<file path="src/rtl/activation_pkg.sv">
// Shared types for the activation controller: function codes, FSM states and
// the helper that folds unsupported function codes onto identity.
package activation_pkg;

   localparam int FuncBits = 3;

   typedef enum logic [FuncBits-1:0] {
      IDENTITY = 3'd0,
      RELU     = 3'd1
   } activ_func_e;

   typedef enum logic [2:0] {
      IDLE  = 3'd0,
      LOAD  = 3'd1,
      RUN   = 3'd2,
      DRAIN = 3'd3,
      DONE  = 3'd4
   } act_ctrl_state_e;

   function automatic logic func_supported(input logic [FuncBits-1:0] code);
      return code <= FuncBits'(RELU);
   endfunction

   function automatic activ_func_e sanitize_func(input logic [FuncBits-1:0] code);
      return func_supported(code) ? activ_func_e'(code) : IDENTITY;
   endfunction

endpackage

</file>
<file path="src/rtl/activation_cfg_table.sv">
// Per-layer {function, batch count} register file; write lands at the clock
// edge, read is combinational, so a same-cycle reader sees the old entry.
module activation_cfg_table
   import activation_pkg::*;
#(
   parameter int LayerCount = 4,
   parameter int CountBits  = 16,
   parameter int LayerBits  = (LayerCount > 1) ? $clog2(LayerCount) : 1
) (
   input  logic                 clk_i,
   input  logic                 rst_i,
   input  logic                 wr_vld,
   input  logic [LayerBits-1:0] wr_layer,
   input  logic [FuncBits-1:0]  wr_func,
   input  logic [CountBits-1:0] wr_batches,
   input  logic [LayerBits-1:0] rd_layer,
   output activ_func_e          rd_func,
   output logic [CountBits-1:0] rd_batches,
   output logic                 err
);

   activ_func_e          func_q    [LayerCount];
   logic [CountBits-1:0] batches_q [LayerCount];

   always_ff @(posedge clk_i) begin
      if (rst_i) begin
         for (int i = 0; i < LayerCount; i++) begin
            func_q[i]    <= IDENTITY;
            batches_q[i] <= CountBits'(1);
         end
         err <= 1'b0;
      end else if (wr_vld) begin
         func_q[wr_layer]    <= sanitize_func(wr_func);
         batches_q[wr_layer] <= wr_batches;
         // sticky until reset so software can poll it after a burst of writes
         if (!func_supported(wr_func)) begin
            err <= 1'b1;
         end
      end
   end

   assign rd_func    = func_q[rd_layer];
   assign rd_batches = batches_q[rd_layer];

endmodule

</file>
<file path="src/rtl/activation_controller.sv">
// Sequences one layer through the fixed-latency activation datapath; results
// appear ActivLatency cycles after accept, downstream cannot stall the output.
module activation_controller
   import activation_pkg::*;
#(
   parameter  int LayerCount   = 4,
   parameter  int ActivLatency = 2,
   parameter  int CountBits    = 16,
   localparam int LayerBits    = (LayerCount > 1) ? $clog2(LayerCount) : 1
) (
   input  logic                 clk_i,
   input  logic                 rst_i,
   input  logic                 cfg_we_i,
   input  logic [LayerBits-1:0] cfg_layer_i,
   input  logic [FuncBits-1:0]  cfg_func_i,
   input  logic [CountBits-1:0] cfg_batches_i,
   output logic                 cfg_err_o,
   input  logic                 start_i,
   input  logic [LayerBits-1:0] layer_i,
   output logic                 busy_o,
   output logic                 done_o,
   input  logic                 in_valid_i,
   output logic                 in_ready_o,
   output logic                 act_en_o,
   output logic [FuncBits-1:0]  act_func_o,
   output logic                 out_valid_o,
   output logic                 out_last_o,
   output logic [CountBits-1:0] out_index_o
);

   act_ctrl_state_e         state_q, state_d;
   activ_func_e             func_q;
   activ_func_e             tbl_func;
   logic [CountBits-1:0]    tbl_batches;
   logic [CountBits-1:0]    remaining_q;
   logic [CountBits-1:0]    index_q;
   logic [ActivLatency-1:0] trk_vld_q, trk_last_q;
   logic                    accept, last_accept;

   activation_cfg_table #(
      .LayerCount (LayerCount),
      .CountBits  (CountBits),
      .LayerBits  (LayerBits)
   ) u_cfg_table (
      .clk_i      (clk_i),
      .rst_i      (rst_i),
      .wr_vld     (cfg_we_i),
      .wr_layer   (cfg_layer_i),
      .wr_func    (cfg_func_i),
      .wr_batches (cfg_batches_i),
      .rd_layer   (layer_i),
      .rd_func    (tbl_func),
      .rd_batches (tbl_batches),
      .err        (cfg_err_o)
   );

   assign in_ready_o  = (state_q == RUN);
   assign accept      = in_valid_i && in_ready_o;
   assign last_accept = accept && (remaining_q == CountBits'(1));

   always_comb begin
      state_d = state_q;
      unique case (state_q)
         IDLE:    if (start_i) state_d = LOAD;
         LOAD:    state_d = (tbl_batches == '0) ? DONE : RUN;
         RUN:     if (last_accept) state_d = DRAIN;
         // only bubbles follow the last batch, so its emission means the tracker is empty
         DRAIN:   if (out_valid_o && out_last_o) state_d = DONE;
         DONE:    state_d = IDLE;
         default: state_d = IDLE;
      endcase
   end

   always_ff @(posedge clk_i) begin
      if (rst_i) begin
         state_q     <= IDLE;
         func_q      <= IDENTITY;
         remaining_q <= '0;
         index_q     <= '0;
         trk_vld_q   <= '0;
         trk_last_q  <= '0;
      end else begin
         state_q    <= state_d;
         trk_vld_q  <= (trk_vld_q << 1) | ActivLatency'(accept);
         trk_last_q <= (trk_last_q << 1) | ActivLatency'(last_accept);
         if (state_q == LOAD) begin
            func_q      <= tbl_func;
            remaining_q <= tbl_batches;
            index_q     <= '0;
         end else begin
            if (accept) begin
               remaining_q <= remaining_q - CountBits'(1);
            end
            if (out_valid_o) begin
               index_q <= index_q + CountBits'(1);
            end
         end
      end
   end

   assign busy_o      = (state_q != IDLE);
   assign act_en_o    = busy_o;
   assign done_o      = (state_q == DONE);
   assign act_func_o  = func_q;
   assign out_valid_o = trk_vld_q[ActivLatency-1];
   assign out_last_o  = trk_last_q[ActivLatency-1];
   assign out_index_o = index_q;

endmodule

</file>
<file path="config.mk">
export PLATFORM = sky130hd
export DESIGN_NAME = activation_controller
export DESIGN_NICKNAME = d
export VERILOG_FILES = /design/src/rtl/activation_pkg.sv /design/src/rtl/activation_cfg_table.sv /design/src/rtl/activation_controller.sv
export SDC_FILE = /design/constraint.sdc
export NUM_CORES = 1
export LEC_CHECK = 0
export ABC_AREA = 1
export BUFFER_PORTS_ARGS = -buffer_cell sky130_fd_sc_hd__buf_2
export CORE_UTILIZATION = 25
export CTS_CLUSTER_SIZE = 25
export DETAILED_ROUTE_END_ITERATION = 10
export PLACE_DENSITY_LB_ADDON = 0.12
export SYNTH_ARGS = -nofsm -noshare
export SYNTH_HDL_FRONTEND = slang
export SYNTH_HIERARCHICAL = 1
export SYNTH_SLANG_ARGS = --single-unit
</file>
<file path="constraint.sdc">
create_clock -name clk_i -period 1.5 [get_ports clk_i]
set_input_delay 0.3 -clock clk_i [delete_from_list [all_inputs] [get_ports clk_i]]
set_output_delay 0.3 -clock clk_i [all_outputs]
set_load 0.005 [all_outputs]
</file>
==> metrics <==
status finished clean; DR WL/cell around 13 um; Leakage roughly 3.6 nW; Layout area overhead 30.9%; Crit-path slowest cell dfxtp_2; Post-Place Cells roughly 1200; commonest non-fill, non-tap cells in the layout nand2_1 (197), inv_1 (134), nor2_1 (120); Setup WS post-layout just under 0.06 ns; Final Power between 10 and 15 mW; clock share of power 0.393; Setup violations, final 0; Post-DP Area between 7000 and 8000 um2; Chip Width between 150 and 200 um; CTS buffer count 17; GRT busiest layer met2; sequential share of the synthesized area 0.516; Internal Power approximately 7 mW; Avg Cell Area, Syn slightly below 8 um2; Worst setup SP type flop; Mapped Cells ~780; CP Data Required Time between 1.5 and 2 ns; setup_tns 0 ns; met3 Usage GRT 0.0375; core box area roughly 24000 um2; worst hold path startpoint cfg_func_i[2]; CTS HTree Levels 4; TritonRoute pass-1 iters 4; Hold Slack between 0.15 and 0.2 ns; register clock-pin slew on the reported worst setup and hold paths approximately 0.06 ns; reg2reg start state_q[0]$_SDFFE_PP0P_; number of global-route vias before repair slightly above 5000; crit-path max cell delay around 0.34 ns; final WL about 16000 um; fin crit period about 1.4 ns; initial antenna violation count 0; Critical Path Start state_q[0]$_SDFFE_PP0P_; Bufs on Longest Clock Path 2; final design area excluding fillers approximately 8000 um2; later-pin clock latency in the skew report about 0.42 ns; clk_skew roughly 0.0071 ns; Netlist Area Pre-Place slightly above 6000 um2; gp weighted congestion 0.797; die area roughly 25000 um2; cts hold-fix bufs 0; Crit Path Class flop to flop; Sw Ratio 0.296; R2R cell count 9; Final Net Count between 900 and 1000; Final period util 0.961; Die Ht ~160 um; maximum VDD drop ~0.00043 V; fin util 0.336; post-route ant nets 0; RSZ-0062 raised after global routing true; CTS Root Cell clkbuf_16; sequential power share 0.390; # DRC 0; pwr/cell area roughly 1300 nW/um2; # rows 56; worst setup path endpoint remaining_q[15]$_SDFFE_PP0P_; pin count of the biggest net entering global routing 22; Overflow after GRT 0; fin cells between 1000 and 1500; critical path fanouts, max 10; Final Hold Violating Endpoints 0; register bit count reported by yosys between 100 and 150; worst path cell trace inv_2, buf_6, nor3_4, inv_4, nand2_2, buf_12, o22ai_1, nand2_1, o21ai_1; fraction of layout cells with a size suffix above 1 0.233; vias between 5000 and 6000; YS warnings 6; ANT cells 0; HPWL Detailed approximately 11000 um; TritonCTS clock tree yes; Top Ports 54; reg2reg end remaining_q[15]$_SDFFE_PP0P_; GRT Util Overall 0.139; Setup crit end kind flop; met1 usage 0.182; f_max roughly 690 MHz; clk sinks ~120; DR iter-0 viols roughly 280; register-to-register setup slack roughly 0.06 ns; final slew viol count 0; Comb power frac 0.217; Net Sw Power between 2 and 3 mW; Setup WS pre-CTS -0.251 ns; first-pass GRT wire length around 26000 um; GR Util met2 0.221; maxcap violations 0; number of library cell types mapped by synthesis 39; Starting Density 0.257; IO Port Bufs 53; Hold/Removal Path Class primary input to flop; vias per cell 4.13; most common cell after layout, fill and taps aside nand2_1; worst endpoint data arrival time between 1.5 and 2 ns
-- layer usage --
metal	share of wire	vias up
met5	0	-
met4	0.0090	0
met3	0.034	9
met2	0.46	74
met1	0.50	2350
li1	-	2675
-- worst min-delay path by stage --
stage | cells past startpoint | to | slack, ns
after floorplan | 2 | trk_last_q[1]$_SDFF_PP0_ | 0.39
after global placement | 2 | trk_last_q[1]$_SDFF_PP0_ | 0.39
after detailed placement | 2 | trk_last_q[1]$_SDFF_PP0_ | 0.39
after CTS | 3 | u_cfg_table/err$_SDFFE_PP0P_ | 0.14
after global routing | 3 | u_cfg_table/err$_SDFFE_PP0P_ | 0.17
final | 3 | u_cfg_table/err$_SDFFE_PP0P_ | 0.16
-- logic make-up after synthesis --
kind of cell / synth area share
flip-flops: 0.516
adder cells (fa/ha/maj): 0.00616
XOR/XNOR: 0.00575
other: 0.000616
AO/OA/AOI/OAI: 0.0450
buffers and inverters: 0.112
AND/OR/NAND/NOR: 0.314
-- cells in the mapped netlist --
| cell | number | area, um2 |
|---|---|---|
| and3_1 | 1 | 6.26 |
| a21oi_1 | 23 | 115 |
| or2_0 | 1 | 6.26 |
| or2_1 | 1 | 6.26 |
| nand3_1 | 61 | 305 |
| nand3b_1 | 2 | 15.0 |
| o21ai_0 | 13 | 65.1 |
| nand2_4 | 1 | 11.3 |
| clkinv_1 | 1 | 3.75 |
| nor2_8 | 1 | 20.0 |
| nor2_4 | 2 | 22.5 |
| edfxtp_1 | 76 | 2280 |
| nand2_1 | 208 | 781 |
| o21ai_1 | 10 | 50.1 |
| inv_2 | 4 | 15.0 |
| xor2_1 | 3 | 26.3 |
| nor3_1 | 11 | 55.1 |
| nor4_1 | 1 | 6.26 |
| a31oi_1 | 3 | 18.8 |
| inv_1 | 138 | 518 |
| buf_6 | 4 | 45.0 |
| nand3_4 | 3 | 52.6 |
| o22ai_1 | 2 | 12.5 |
| nand2_8 | 1 | 20.0 |
| buf_2 | 10 | 50.1 |
| buf_4 | 3 | 22.5 |
| or2_2 | 4 | 25.0 |
| nand2_2 | 2 | 12.5 |
| clkbuf_1 | 6 | 22.5 |
| dfxtp_1 | 43 | 861 |
| nor3_4 | 2 | 32.5 |
| nand4_1 | 3 | 18.8 |
| inv_4 | 1 | 6.26 |
| ha_1 | 3 | 37.5 |
| a211oi_2 | 1 | 12.5 |
| nor2_2 | 7 | 43.8 |
| conb_1 | 1 | 3.75 |
| xnor2_1 | 1 | 8.76 |
| nor2_1 | 126 | 473 |
-- flip-flops by register name, indices dropped and copies added, names as in the netlist --
register	cells
u_cfg_table/func_q	12
remaining_q	16
out_index_o	16
trk_vld_q	2
act_func_o	3
trk_last_q	2
u_cfg_table/batches_q	64
u_cfg_table/err	1
state_q	3
-- timing repair --
item | in CTS | in global routing
resized for setup | 7 | 39
pin swaps | 1 | 11
buffers inserted | 4 | 4
endpoints found under the setup margin | 6 | 15
-- power by group through the flow --
| stage | registers, mW | clock network (mW) | logic [mW] |
|---|---|---|---|
| after floorplan | 3.95 | 0 | 1.31 |
| after global placement | 3.98 | 0 | 2.07 |
| after detailed placement | 3.98 | 0 | 2.05 |
| after CTS | 3.91 | 4.05 | 2.07 |
| after global routing | 3.95 | 4.21 | 2.47 |
| final | 3.91 | 3.95 | 2.18 |
-- area by class of cell --
| cell class | instances | area (um2) |
|---|---|---|
| fillers | 2589 | 15700 |
| repair buffers | 117 | 888 |
| clock buffers | 19 | 433 |
| well taps | 319 | 399 |
| flip-flops and latches | 119 | 3150 |
| clock inverters | 13 | 130 |
| inverters | 144 | 546 |
| multi-input cells | 505 | 2420 |
-- critical path, delay by kind of cell (launching register included) --
kind                   cells  cell delay (ns)
DFF                        1             0.34
AOI/OAI and AO/OA          2             0.14
and+or+nand+nor            3             0.45
buffers and inverters      4             0.40
No activity file was read; power rests on OpenSTA's default activity.
